`src/rtl/ct_spsram_1024x64_arb.sv`:
```
// ct_spsram_1024x64_arb
// Two-port round-robin arbiter in front of a single-port SRAM macro
// (active-low CEN/GWEN/WEN, one-cycle read latency).
// Optional zero-fill sweep after reset: define SPSRAM_ARB_INIT_EN to enable it.
// Without the macro the block is ready the first cycle after reset.
module ct_spsram_1024x64_arb #(
    parameter int ADDR_WIDTH = 10,
    parameter int DATA_WIDTH = 64
) (
    input  logic                  forever_cpuclk,
    input  logic                  cpurst_b,
    input  logic                  req0_vld,
    input  logic                  req0_wr,
    input  logic [ADDR_WIDTH-1:0] req0_addr,
    input  logic [DATA_WIDTH-1:0] req0_wdata,
    input  logic [DATA_WIDTH-1:0] req0_wmask,
    output logic                  req0_rdy,
    input  logic                  req1_vld,
    input  logic                  req1_wr,
    input  logic [ADDR_WIDTH-1:0] req1_addr,
    input  logic [DATA_WIDTH-1:0] req1_wdata,
    input  logic [DATA_WIDTH-1:0] req1_wmask,
    output logic                  req1_rdy,
    output logic                  rsp0_vld,
    output logic [DATA_WIDTH-1:0] rsp0_rdata,
    output logic                  rsp1_vld,
    output logic [DATA_WIDTH-1:0] rsp1_rdata,
    output logic [ADDR_WIDTH-1:0] sram_a,
    output logic                  sram_cen,
    output logic                  sram_gwen,
    output logic [DATA_WIDTH-1:0] sram_wen,
    output logic [DATA_WIDTH-1:0] sram_d,
    input  logic [DATA_WIDTH-1:0] sram_q,
    output logic                  init_done
);

    localparam int NPORT = 2;

    // Per-port request fields gathered into vectors so the datapath can index by grant.
    logic [NPORT-1:0]                 req_vld;
    logic [NPORT-1:0]                 req_wr;
    logic [NPORT-1:0][ADDR_WIDTH-1:0] req_addr;
    logic [NPORT-1:0][DATA_WIDTH-1:0] req_wdata;
    logic [NPORT-1:0][DATA_WIDTH-1:0] req_wmask;

    assign req_vld   = {req1_vld, req0_vld};
    assign req_wr    = {req1_wr, req0_wr};
    assign req_addr  = {req1_addr, req0_addr};
    assign req_wdata = {req1_wdata, req0_wdata};
    assign req_wmask = {req1_wmask, req0_wmask};

    logic                  run;         // controller is serving requests
    logic                  sweep;       // zero-fill write this cycle
    logic [ADDR_WIDTH-1:0] sweep_addr;

`ifdef SPSRAM_ARB_INIT_EN
    typedef enum logic {
        ST_INIT = 1'b0,
        ST_RUN  = 1'b1
    } state_t;

    state_t                state_reg, state_next;
    logic [ADDR_WIDTH-1:0] cnt_reg, cnt_next;

    // State and sweep-counter registers; reset restarts the sweep at address 0.
    always_ff @(posedge forever_cpuclk) begin
        if (!cpurst_b) begin
            state_reg <= ST_INIT;
            cnt_reg   <= '0;
        end else begin
            state_reg <= state_next;
            cnt_reg   <= cnt_next;
        end
    end

    // Next state: walk every address once, then hand over to RUN after the last one.
    always_comb begin
        state_next = state_reg;
        cnt_next   = cnt_reg;
        if (state_reg == ST_INIT) begin
            cnt_next = cnt_reg + 1'b1;
            if (cnt_reg == '1) begin
                state_next = ST_RUN;
            end
        end
    end

    assign run        = (state_reg == ST_RUN);
    assign sweep      = (state_reg == ST_INIT) && cpurst_b;
    assign sweep_addr = cnt_reg;
`else
    logic run_reg;

    // Ready flag: low while reset is applied, high from the first edge after release.
    always_ff @(posedge forever_cpuclk) begin
        if (!cpurst_b) begin
            run_reg <= 1'b0;
        end else begin
            run_reg <= 1'b1;
        end
    end

    assign run        = run_reg;
    assign sweep      = 1'b0;
    assign sweep_addr = '0;
`endif

    // Outputs are also qualified by the reset input so nothing is granted or
    // reported during the cycle in which reset is being sampled.
    logic active;
    assign active    = run && cpurst_b;
    assign init_done = active;

    logic [NPORT-1:0] gnt;
    logic             sel;       // index of the granted port
    logic             access;    // any port granted this cycle
    logic             prio_reg;  // 0: port 0 wins a tie, 1: port 1 wins a tie

    // Combinational grant: a lone requester wins, a tie goes to the port favoured by prio_reg.
    always_comb begin
        gnt = '0;
        if (active) begin
            if (&req_vld) begin
                gnt = prio_reg ? 2'b10 : 2'b01;
            end else begin
                gnt = req_vld;
            end
        end
    end

    assign sel    = gnt[1];
    assign access = |gnt;

    // Round-robin pointer: after a grant, favour the other port; idle cycles leave it alone.
    always_ff @(posedge forever_cpuclk) begin
        if (!cpurst_b) begin
            prio_reg <= 1'b0;
        end else if (access) begin
            prio_reg <= ~sel;
        end
    end

    logic [ADDR_WIDTH-1:0] a_hold_reg;
    logic [DATA_WIDTH-1:0] d_hold_reg;

    // Remember the last driven address/data so idle cycles keep the SRAM pins quiet.
    always_ff @(posedge forever_cpuclk) begin
        if (!cpurst_b) begin
            a_hold_reg <= '0;
            d_hold_reg <= '0;
        end else begin
            a_hold_reg <= sram_a;
            d_hold_reg <= sram_d;
        end
    end

    // SRAM pin drive: sweep write, granted access, or idle with held address/data.
    always_comb begin
        sram_cen  = 1'b1;
        sram_gwen = 1'b1;
        sram_wen  = '1;
        sram_a    = a_hold_reg;
        sram_d    = d_hold_reg;
        if (sweep) begin
            sram_cen  = 1'b0;
            sram_gwen = 1'b0;
            sram_wen  = '0;
            sram_d    = '0;
            sram_a    = sweep_addr;
        end else if (access) begin
            sram_cen = 1'b0;
            sram_a   = req_addr[sel];
            if (req_wr[sel]) begin
                sram_gwen = 1'b0;
                sram_wen  = ~req_wmask[sel];
                sram_d    = req_wdata[sel];
            end
        end
    end

    logic [NPORT-1:0] rd_pend_reg;

    // Read-pending flags: one-hot on the port whose read was issued last cycle.
    always_ff @(posedge forever_cpuclk) begin
        if (!cpurst_b) begin
            rd_pend_reg <= '0;
        end else begin
            rd_pend_reg <= gnt & ~req_wr;
        end
    end

    logic [NPORT-1:0] rdy_vec;
    logic [NPORT-1:0] rsp_vec;

    generate
        for (genvar gi = 0; gi < NPORT; gi++) begin : g_port
            assign rdy_vec[gi] = gnt[gi];
            assign rsp_vec[gi] = rd_pend_reg[gi] && cpurst_b;
        end
    endgenerate

    assign req0_rdy   = rdy_vec[0];
    assign req1_rdy   = rdy_vec[1];
    assign rsp0_vld   = rsp_vec[0];
    assign rsp1_vld   = rsp_vec[1];
    assign rsp0_rdata = sram_q;
    assign rsp1_rdata = sram_q;

endmodule

```
`config.mk`:
```
export PLATFORM = sky130hd
export DESIGN_NAME = ct_spsram_1024x64_arb
export DESIGN_NICKNAME = d
export VERILOG_FILES = /design/src/rtl/ct_spsram_1024x64_arb.sv
export SDC_FILE = /design/constraint.sdc
export NUM_CORES = 1
export LEC_CHECK = 0
export ABC_AREA = 1
export ABC_CLOCK_PERIOD_IN_PS = 6500
export CAP_MARGIN = 5
export CORE_AREA = 2 2 241 243
export CTS_CLUSTER_SIZE = 25
export DETAILED_ROUTE_END_ITERATION = 10
export DIE_AREA = 0 0 243 245
export SETUP_SLACK_MARGIN = 0.5
export SYNTH_ARGS = -nofsm -noshare
export SYNTH_HDL_FRONTEND = slang
export SYNTH_SLANG_ARGS = --single-unit
```
`constraint.sdc`:
```
create_clock -name forever_cpuclk -period 6.5 [get_ports forever_cpuclk]
set_input_delay 1.95 -clock forever_cpuclk [delete_from_list [all_inputs] [get_ports forever_cpuclk]]
set_output_delay 1.95 -clock forever_cpuclk [all_outputs]
set_load 0.02 [all_outputs]
```
==> results.txt <==
- In this run, post-CTS hold repair placed 0 buffers.
* Final Critical Period: 5.89 ns
- Number of rows in the core area: 88
- Final net count: 1844
* Top post-synthesis cells by area: sky130_fd_sc_hd__nand2_1 34%, sky130_fd_sc_hd__dfxtp_1 24%, sky130_fd_sc_hd__buf_4 16%, sky130_fd_sc_hd__inv_1 12%, sky130_fd_sc_hd__o21ai_0 4.6%
- Clock skew on the completed layout was measured at 0.0101 ns.
- Switch Pwr: 0.000570 W
* Power Internal: 0.00109 W
- The flow ran to the end, and the final reports show no timing, DRC or antenna violations.
* Measured slew at the worst slew-check pin: 0.853 ns
- CTS tree: yes
* Wire length per cell: 13.9 um
- Max clock buf depth: 2
* Unrepaired setup endpoints after global routing: yes
- Most common library cells after synthesis: 579 x sky130_fd_sc_hd__nand2_1, 203 x sky130_fd_sc_hd__inv_1, 138 x sky130_fd_sc_hd__buf_4
- Summing all placed instances gives a cell area of 10800 sq um.
- Most used standard cell by instance count after synthesis: sky130_fd_sc_hd__nand2_1
* IO Count: 619
* Number of buffers created by CTS: 9
- Die height: 245 um
- After the first detailed-routing iteration, the DRC count stood at 224.
- Clock-pin slew was measured on the worst setup and hold paths at 0.07 ns.
- Sequential cell area fraction in the yosys report: 24.3%
* Global-route wire length before repair: 43.8 mm
* Detailed Routing Iterations Pass 1: 4
- Summed over its instances, the top area cell type makes up 33.8% of the synthesized netlist area.
- The tool flagged a number of max-cap violations equal to 0.
- Via count: 7410
- Highest clock frequency the design can meet: 170 MHz
* EDFF count, synth: 0
* Clk sink count: 78
- Routability-driven placement finished with a final weighted congestion of 0.765.
- Clock network latency to the later pin of the worst-skew pair: 0.38 ns
* Count of nets left with antenna violations after detail routing: 0
* Yosys reg bits: 78
* Effective utilization at floorplan: 11.3%
- Launching element type of the critical path: input port
- Detail Placement HPWL: 23.3 mm
- Aggregate negative setup slack: 0 ns
* Via count of the first global-routing pass: 6976
* Met1 usage: 11.2%
- STA classifies the critical path endpoint as an output port.
- Total power divided by cell area: 147 nW/um^2
- The number of antenna diodes in the final layout is 0.
* Relative slew slack: 43.1%
- Max FFs per register: 64
- Global routing consumed, on the met2 layer, 16.0% of the routing resources.
- Input and output buffers added on the ports amount to 426.
* Final Hold Viols: 0
- Relative contribution of combinational cells to total power: 38.1%
- In the final layout, flip-flops and latches occupy 1560 sq um.
* Worst VDD drop: 0.121 mV
- Initial antenna violation count: 2
- Standard cell core area: 57000 sq um
- Most congested layer reported by global routing: met2
- The critical path goes through clkdlybuf4s50_1 > nand2_1 > nor2_4 > nand2_8 > buf_12 > buf_4 > buf_4 > nand2_1 > nand2_1 > nand2_1 > buf_4.
- Max incr delay on CP: 0.49 ns
- After synthesis, the mean cell area works out to 5.36 sq um.
- Maximum number of pins on one net before global-route repair: 65
* Cells after synthesis: 1201
* Area leader, netlist: sky130_fd_sc_hd__nand2_1
* Maximum fanout along the worst path: 38
- The clock network burns 30.8% of the power.
- Final non-filler cell total: 2268
- Syn Std Cell Area: 6440 sq um
- Of the total power, the share spent switching nets is 34.4%.
* Crit path kind: input port to output port
- The die covers 59500 sq um.
- For this block, the routed nets add up to 31.6 mm of wire.
- The most numerous cell type found on the critical path is sky130_fd_sc_hd__nand2_1.
* DRC violation count after routing: 0
* Leakage power figure: 5.76 nW
- Worst path arrival time: 3.94 ns
- Clock tree synthesis selected as its root buffer the cell sky130_fd_sc_hd__clkbuf_16.
- The post-route netlist has 7.45% of its cells at a drive strength greater than 1.
- Post-synth top flop: sky130_fd_sc_hd__dfxtp_1
- Post-synth cell types: 16
- Final period util: 90.7%
- Slowest cell on the critical path: sky130_fd_sc_hd__clkdlybuf4s50_1
- Sequential cells burn 31.1% of the power.
- Synth async-reset ratio: 0%
* Total Routing Usage GR: 10.0%
- From synthesis to final layout, the design area changed by 75.1%.
- In the routed layout, each cell is associated on average with a via count of 3.27.
- The total count of max-transition violations in the final report was 0.
- Synthesis produced a netlist with a net count of 1547.
- CTS built an H-tree with a depth of 3.
- Filler instances: 6589
- Counting tap cells, the placed design contains a total of 2230 instances.
* Global routing met3 resource utilization: 4.90%
- The multi-input combinational cells in the finished layout cover a total of 2910 sq um.
- Yosys Warn Count: 0
* Total global routing overflow: 0
- Die width: 243 um
- For the worst setup path, the data required time is 4.55 ns.
- With fillers left out, the area of the finished cells amounts to 11300 sq um.
* Post-route core utilization: 19.8%
- Setup violations remaining at the end of the flow were counted as 0.
- Hold Crit Class: flip-flop to flip-flop
==> layer usage <==
metal | vias up | wire (um)
met4 | 4 | 1270
met3 | 90 | 3290
met5 | - | 23
li1 | 3909 | -
met2 | 350 | 14100
met1 | 3057 | 12800
==> cell families (layout without fill, tap and decap cells) <==
kind of cell	count (synthesis)	in the layout	synth area share, %
buf+inv	393	695	31.4
flops	78	78	24.3
simple gates	654	654	38.3
compound gates	76	76	5.95
==> cell usage in the layout (no fill, tap or decap), types with 2 or more instances in the layout <==
cell,count
sky130_fd_sc_hd__a21oi_1,11
sky130_fd_sc_hd__buf_12,16
sky130_fd_sc_hd__buf_16,4
sky130_fd_sc_hd__buf_4,36
sky130_fd_sc_hd__clkbuf_16,14
sky130_fd_sc_hd__clkbuf_2,22
sky130_fd_sc_hd__clkdlybuf4s15_1,40
sky130_fd_sc_hd__clkdlybuf4s50_1,286
sky130_fd_sc_hd__clkinv_2,2
sky130_fd_sc_hd__clkinv_4,2
sky130_fd_sc_hd__clkinvlp_4,3
sky130_fd_sc_hd__dfxtp_1,78
sky130_fd_sc_hd__dlygate4sd2_1,62
sky130_fd_sc_hd__dlymetal6s2s_1,3
sky130_fd_sc_hd__inv_1,201
sky130_fd_sc_hd__nand2_1,578
sky130_fd_sc_hd__nand2_2,2
sky130_fd_sc_hd__nand3_2,2
sky130_fd_sc_hd__nor2_1,67
sky130_fd_sc_hd__nor2_4,3
sky130_fd_sc_hd__o21ai_0,53
sky130_fd_sc_hd__o21ai_1,11
==> final timing paths <==
path | start | cells past startpoint | slack [ns] | end
max | cpurst_b | 11 | 0.61 | sram_wen[58]
min reg2reg | a_hold_reg[7] | 2 | 0.47 | a_hold_reg[7]
max reg2reg | run | 9 | 4.73 | d_hold_reg[62]
min | a_hold_reg[7] | 2 | 0.47 | a_hold_reg[7]
==> power groups by stage <==
stage / logic [W] / clock network (W) / registers, W
after floorplan: 0.000384 / 0 / 0.000524
after CTS: 0.000625 / 0.000551 / 0.000514
after global placement: 0.000646 / 0 / 0.000525
after global routing: 0.000696 / 0.000565 / 0.000517
after detailed placement: 0.000645 / 0 / 0.000526
final: 0.000631 / 0.000510 / 0.000514
==> worst max-delay path: cells and delay by family <==
family	cells	cell delay, ns
simple gates	6	0.75
buf+inv	5	1.19
==> what timing repair did <==
action	CTS	global route
setup buffers	7	7
resized for setup	135	92
gates cloned	3	5
hold endpoints to repair	0	0
pin swaps	2	3
setup endpoints to repair	126	111
==> per-stage QoR <==
step / power, W / hold slack (ns) / worst slack (ns)
CTS: 0.00169 / 0.475 / 0.313
finish: 0.00166 / 0.473 / 0.607
global placement: 0.00117 / 0.465 / 0.234
floorplan: 0.000908 / 0.451 / 1.50
detailed placement: 0.00117 / 0.464 / 0.217
global route: 0.00178 / 0.489 / 0.452
==> layout make-up <==
class,instances,share of cell area [%]
tap,765,8.49
timing repair buffer,475,42.5
clock inverter,7,0.511
sequential,78,13.9
multi-input combinational,730,25.8
inverter,204,6.84
clock buffer,9,2.00
Note: power is estimated with default switching activity, not from simulation.
